[src/rtl/ysyx_lsu_pkg.sv]
// Shared constants for the LSU-to-AXI bridge: widths, FSM states,
// AXI response and transfer size encodings.
package ysyx_lsu_pkg;

   localparam int XLEN = 32;

   localparam logic [2:0] S_IDLE = 3'd0;
   localparam logic [2:0] S_RD_A = 3'd1;
   localparam logic [2:0] S_RD_D = 3'd2;
   localparam logic [2:0] S_WR_A = 3'd3;
   localparam logic [2:0] S_WR_B = 3'd4;
   localparam logic [2:0] S_DONE = 3'd5;

   localparam logic [1:0] RESP_OKAY = 2'b00;

   localparam logic [2:0] SZ_B = 3'd0;
   localparam logic [2:0] SZ_H = 3'd1;
   localparam logic [2:0] SZ_W = 3'd2;

endpackage

[src/rtl/ysyx_lsu_lane_align.sv]
// Mask-to-size encode, byte-lane shift of store strobe/data and
// misalignment detection for a single LSU request.
module ysyx_lsu_lane_align
   import ysyx_lsu_pkg::*;
(
   input  logic [7:0]      mask_i,
   input  logic [1:0]      offs_i,
   input  logic [3:0]      strb_i,
   input  logic [XLEN-1:0] data_i,
   output logic [2:0]      size_o,
   output logic [3:0]      strb_o,
   output logic [XLEN-1:0] data_o,
   output logic            misalign_o
);

   always_comb begin
      case (mask_i)
         8'h01:   size_o = SZ_B;
         8'h03:   size_o = SZ_H;
         default: size_o = SZ_W;
      endcase
   end

   assign strb_o = strb_i << offs_i;
   assign data_o = data_i << {offs_i, 3'b000};

   // a halfword may straddle lanes 1-2, but never the word boundary
   assign misalign_o = ((size_o == SZ_H) && (offs_i == 2'd3))
                    || ((size_o == SZ_W) && (offs_i != 2'd0));

endmodule

[src/rtl/ysyx_lsu_axi_bridge.sv]
// Converts one held LSU load/store request into an AXI4-Lite style
// transaction and returns a single-cycle completion pulse.
module ysyx_lsu_axi_bridge
   import ysyx_lsu_pkg::*;
(
   input  logic            clock,
   input  logic            reset,
   input  logic [XLEN-1:0] lsu_araddr,
   input  logic            lsu_arvalid,
   input  logic [7:0]      lsu_rstrb,
   output logic [XLEN-1:0] lsu_rdata,
   output logic            lsu_rvalid,
   input  logic [XLEN-1:0] lsu_awaddr,
   input  logic            lsu_awvalid,
   input  logic [XLEN-1:0] lsu_wdata,
   input  logic            lsu_wvalid,
   input  logic [7:0]      lsu_wstrb,
   output logic            lsu_wready,
   output logic [XLEN-1:0] m_araddr,
   output logic [2:0]      m_arsize,
   output logic            m_arvalid,
   input  logic            m_arready,
   input  logic [XLEN-1:0] m_rdata,
   input  logic [1:0]      m_rresp,
   input  logic            m_rvalid,
   output logic            m_rready,
   output logic [XLEN-1:0] m_awaddr,
   output logic [2:0]      m_awsize,
   output logic            m_awvalid,
   input  logic            m_awready,
   output logic [XLEN-1:0] m_wdata,
   output logic [3:0]      m_wstrb,
   output logic            m_wvalid,
   input  logic            m_wready,
   input  logic [1:0]      m_bresp,
   input  logic            m_bvalid,
   output logic            m_bready,
   output logic            err
);

   logic [2:0]      state_q, state_d;
   logic [XLEN-1:0] addr_q, addr_d;
   logic [2:0]      size_q, size_d;
   logic [XLEN-1:0] wdata_q, wdata_d;
   logic [3:0]      wstrb_q, wstrb_d;
   logic [XLEN-1:0] rdata_q, rdata_d;
   logic            err_q, err_d;
   logic            ld_q, ld_d;
   logic            aw_done_q, aw_done_d;
   logic            w_done_q, w_done_d;

   logic [7:0]      al_mask;
   logic [1:0]      al_offs;
   logic [2:0]      al_size;
   logic [3:0]      al_strb;
   logic [XLEN-1:0] al_data;
   logic            al_mis;
   logic            st_req;

   // load has priority, so the aligner looks at the load side whenever it is valid
   assign al_mask = lsu_arvalid ? lsu_rstrb : lsu_wstrb;
   assign al_offs = lsu_arvalid ? lsu_araddr[1:0] : lsu_awaddr[1:0];
   assign st_req  = lsu_awvalid && lsu_wvalid;

   ysyx_lsu_lane_align u_align (
      .mask_i     (al_mask),
      .offs_i     (al_offs),
      .strb_i     (lsu_wstrb[3:0]),
      .data_i     (lsu_wdata),
      .size_o     (al_size),
      .strb_o     (al_strb),
      .data_o     (al_data),
      .misalign_o (al_mis)
   );

   always_comb begin
      state_d   = state_q;
      addr_d    = addr_q;
      size_d    = size_q;
      wdata_d   = wdata_q;
      wstrb_d   = wstrb_q;
      rdata_d   = rdata_q;
      err_d     = err_q;
      ld_d      = ld_q;
      aw_done_d = aw_done_q;
      w_done_d  = w_done_q;
      case (state_q)
         S_IDLE: begin
            if (lsu_arvalid || st_req) begin
               ld_d      = lsu_arvalid;
               addr_d    = lsu_arvalid ? lsu_araddr : lsu_awaddr;
               size_d    = al_size;
               rdata_d   = '0;
               err_d     = al_mis;
               aw_done_d = 1'b0;
               w_done_d  = 1'b0;
               if (!lsu_arvalid) begin
                  wdata_d = al_data;
                  wstrb_d = al_strb;
               end
               if (al_mis)           state_d = S_DONE;
               else if (lsu_arvalid) state_d = S_RD_A;
               else                  state_d = S_WR_A;
            end
         end
         S_RD_A: if (m_arready) state_d = S_RD_D;
         S_RD_D: begin
            if (m_rvalid) begin
               rdata_d = m_rdata;
               err_d   = (m_rresp != RESP_OKAY);
               state_d = S_DONE;
            end
         end
         S_WR_A: begin
            aw_done_d = aw_done_q || m_awready;
            w_done_d  = w_done_q || m_wready;
            if (aw_done_d && w_done_d) begin
               aw_done_d = 1'b0;
               w_done_d  = 1'b0;
               state_d   = S_WR_B;
            end
         end
         S_WR_B: begin
            if (m_bvalid) begin
               err_d   = (m_bresp != RESP_OKAY);
               state_d = S_DONE;
            end
         end
         S_DONE:  state_d = S_IDLE;
         default: state_d = S_IDLE;
      endcase
   end

   always_ff @(posedge clock) begin
      if (reset) begin
         state_q   <= S_IDLE;
         addr_q    <= '0;
         size_q    <= '0;
         wdata_q   <= '0;
         wstrb_q   <= '0;
         rdata_q   <= '0;
         err_q     <= 1'b0;
         ld_q      <= 1'b0;
         aw_done_q <= 1'b0;
         w_done_q  <= 1'b0;
      end else begin
         state_q   <= state_d;
         addr_q    <= addr_d;
         size_q    <= size_d;
         wdata_q   <= wdata_d;
         wstrb_q   <= wstrb_d;
         rdata_q   <= rdata_d;
         err_q     <= err_d;
         ld_q      <= ld_d;
         aw_done_q <= aw_done_d;
         w_done_q  <= w_done_d;
      end
   end

   assign m_araddr  = addr_q;
   assign m_arsize  = size_q;
   assign m_arvalid = (state_q == S_RD_A);
   assign m_rready  = (state_q == S_RD_D);
   assign m_awaddr  = addr_q;
   assign m_awsize  = size_q;
   assign m_awvalid = (state_q == S_WR_A) && !aw_done_q;
   assign m_wdata   = wdata_q;
   assign m_wstrb   = wstrb_q;
   assign m_wvalid  = (state_q == S_WR_A) && !w_done_q;
   assign m_bready  = (state_q == S_WR_B);

   assign lsu_rdata  = rdata_q;
   assign lsu_rvalid = (state_q == S_DONE) && ld_q;
   assign lsu_wready = (state_q == S_DONE) && !ld_q;
   assign err        = (state_q == S_DONE) && err_q;

endmodule

[config.mk]
export PLATFORM = sky130hd
export DESIGN_NAME = ysyx_lsu_axi_bridge
export DESIGN_NICKNAME = d
export VERILOG_FILES = /design/src/rtl/ysyx_lsu_pkg.sv /design/src/rtl/ysyx_lsu_lane_align.sv /design/src/rtl/ysyx_lsu_axi_bridge.sv
export SDC_FILE = /design/constraint.sdc
export NUM_CORES = 1
export LEC_CHECK = 0
export BUFFER_PORTS_ARGS = -buffer_cell sky130_fd_sc_hd__buf_2
export CORE_ASPECT_RATIO = 0.7
export CORE_MARGIN = 2
export CORE_UTILIZATION = 40
export CTS_CLUSTER_SIZE = 40
export DETAILED_ROUTE_END_ITERATION = 10
export GPL_ROUTABILITY_DRIVEN = 0
export PLACE_DENSITY = 0.74
export SYNTH_ARGS = -nofsm -noshare
export SYNTH_HDL_FRONTEND = slang
export SYNTH_SLANG_ARGS = --single-unit
[constraint.sdc]
create_clock -name clock -period 3.3 [get_ports clock]
set_input_delay 0.495 -clock clock [delete_from_list [all_inputs] [get_ports clock]]
set_output_delay 0.495 -clock clock [all_outputs]
set_load 0.02 [all_outputs]
==> impl_metrics.json <==
{
  "clk_latency_ps": 350,
  "vias": 5225,
  "drt_first_pass_iters": 9,
  "hold_buffers": 0,
  "finalCritPeriodShare_pct": 65.8,
  "rsz0062_at_grt": "false",
  "regToRegStartpoint": "state_q[0]$_SDFFE_PP0P_",
  "cts.root.buffer_cell": "clkbuf_16",
  "r2r_cells": 4,
  "regToRegSetupSlack_ps": 1210,
  "area_delta_synth_final_pct": 30.6,
  "dp_hpwl_um": 11600,
  "layout.cells.non_filler": 1020,
  "fillers": 1194,
  "worst_setup_path_end_kind": "output pin",
  "avgRoutedWirePerCell_um": 15.3,
  "cts_resized": 0,
  "place_ws_ps": 829,
  "die_y_um": 99.2,
  "crit_path_start_kind": "flip-flop",
  "clk_pin_slew_worst_paths_ps": 80,
  "fin_skew_ps": 10.5,
  "syn_avg_cell_area_um2": 8.40,
  "initial_core_util_pct": 41.3,
  "layout.nets": 1012,
  "hold_path_class": "input port to flip-flop",
  "drive_above_1_share_pct": 39.3,
  "hold_slack_ps": 393,
  "finalSetupViolCount": 0,
  "required_ps": 2800,
  "mostFrequentLayoutCells": "buf_2, nor2_1, dfxtp_1",
  "p_per_area_nw_per_um2": 720,
  "final-hold-violation-count": 0,
  "status": "finished, violations left",
  "async_flop_share_pct": 0,
  "hold_path_end": "lsu_rdata[13]$_SDFFE_PP0P_",
  "worstPathMaxFanout": 16,
  "drt_iter0_markers": 344,
  "grt-ovfl-total": 0,
  "yosysUniqueCellTypes": 47,
  "ys_seq_elements": 109,
  "p_leak_nw": 3.33,
  "die-area_um2": 13900,
  "postCtsSetupRepairBufs": 0,
  "postSynthCellCount": 617,
  "worstSetupPathType": "flip-flop to output pin",
  "peakVddDrop_mv": 0.281,
  "grtUsageTotal_pct": 21.4,
  "yosysSeqAreaShare_pct": 42.1,
  "min_from": "m_rdata[13]",
  "total_power_mw": 4.87,
  "final_common_cell": "buf_2",
  "max_freq_mhz": 460,
  "r2r-end": "m_wdata[27]$_SDFFE_PP0P_",
  "final_util_pct": 53.9,
  "antenna_found_initial": 0,
  "drcViolationCount": 17,
  "synthFlopType": "dfxtp_1",
  "grt_start_max_net_pins": 66,
  "placed_cells": 1005,
  "viasPerCell": 5.12,
  "rows": 34,
  "synth_area_um2": 5180,
  "cts_max_level": 3,
  "postLayoutSetupSlackWorst_ps": 1130,
  "tightest_slew_ps": 736,
  "die_width_um": 140,
  "cts.sinks": 109,
  "grt_pass1_wl_um": 23900,
  "regArea_um2": 2180,
  "diodes": 0,
  "cts_max_path_buffers": 2,
  "layout_min_cycle_time_ps": 2170,
  "violations": "design-rule violations",
  "cts_tree": "done",
  "io_pins": 304,
  "min_delay_path_depth": 3,
  "io_buffers": 301,
  "fin_area_um2": 6770,
  "antenna_left": 0,
  "placeableCoreArea_um2": 12500,
  "dpl_cell_area_um2": 6470,
  "slew_viol_final": 0,
  "max_cap_violations": 0,
  "ys_warn_count": 0,
  "wirelength_um": 15600,
  "cts_made_buffers": 9,
  "arrival_ps": 1680,
  "multi_input_area_um2": 2500,
  "synth_edf_count": 0,
  "setup_tns_ps": 0,
  "relSlewSlack_pct": 49.9,
  "grt_pass1_vias": 4576
}
synth_stat cells (all sizes together), types with 4 or more instances:
cell type	n	share of area [%]
a22oi	43	6.2
nand2b	5	0.60
nor4	4	0.77
buf	64	8.4
dfxtp	109	42
a211oi	42	6.1
o21ai	4	0.39
mux2i	42	8.4
a21oi	35	3.5
nand2	59	4.3
nand3	22	2.4
nor3	22	2.3
nor2	112	8.2
clkbuf	19	1.4
power breakdown:
part	switching (mW)	internal, mW
sequential	0.217	1.56
combinational	1.30	0.689
clock	0.509	0.601
kinds of logic after synthesis:
family                 share of synthesized area (%)
DFF                                             42.1
muxes                                           8.86
other                                         0.0723
and+or+nand+nor                                 20.7
AOI/OAI and AO/OA                               18.3
buffers and inverters                           9.94
flip-flops by register name, summed over array words and instances (netlist names), 2 cells and up:
register and cells:
lsu_rdata 32, m_araddr 32, m_wdata 32, m_wstrb 4
state_q 3, m_arsize 2
worst max-delay path: stages, from the launching register on:
cell	delay, ps
dfxtp_1	690
nand2b_1	310
nor2_1	160
buf_2	180
final cells by class:
type | count | area share (%)
clock inverter | 6 | 1.16
timing repair buffer | 308 | 23.2
sequential | 109 | 32.2
inverter | 2 | 0.111
multi-input combinational | 424 | 36.9
tap | 162 | 2.99
clock buffer | 9 | 3.33
layer usage:
metal  vias to the layer above  share of wire, %  track usage, %
met5                         -                 0               0
li1                       2602                 -               -
met2                       253                47            34.9
met1                      2360                43            28.3
met3                        10                10            6.79
met4                         0              0.72            3.96
how the worst max path moves through the flow:
stage / start / cells past startpoint / to / slack (ps)
2_1_floorplan: lsu_arvalid / 7 / m_wdata[24]$_SDFFE_PP0P_ / 1520
3_3_place_gp: lsu_arvalid / 6 / err_q$_SDFFE_PP0P_ / 870
3_5_place_dp: lsu_arvalid / 6 / err_q$_SDFFE_PP0P_ / 830
4_1_cts: state_q[1]$_SDFFE_PP0P_ / 3 / m_rready / 1160
5_1_grt: state_q[0]$_SDFFE_PP0P_ / 5 / m_araddr[8]$_SDFFE_PP0P_ / 900
6_report: state_q[1]$_SDFFE_PP0P_ / 3 / m_rready / 1130
No activity file was read; power rests on OpenSTA's default activity.
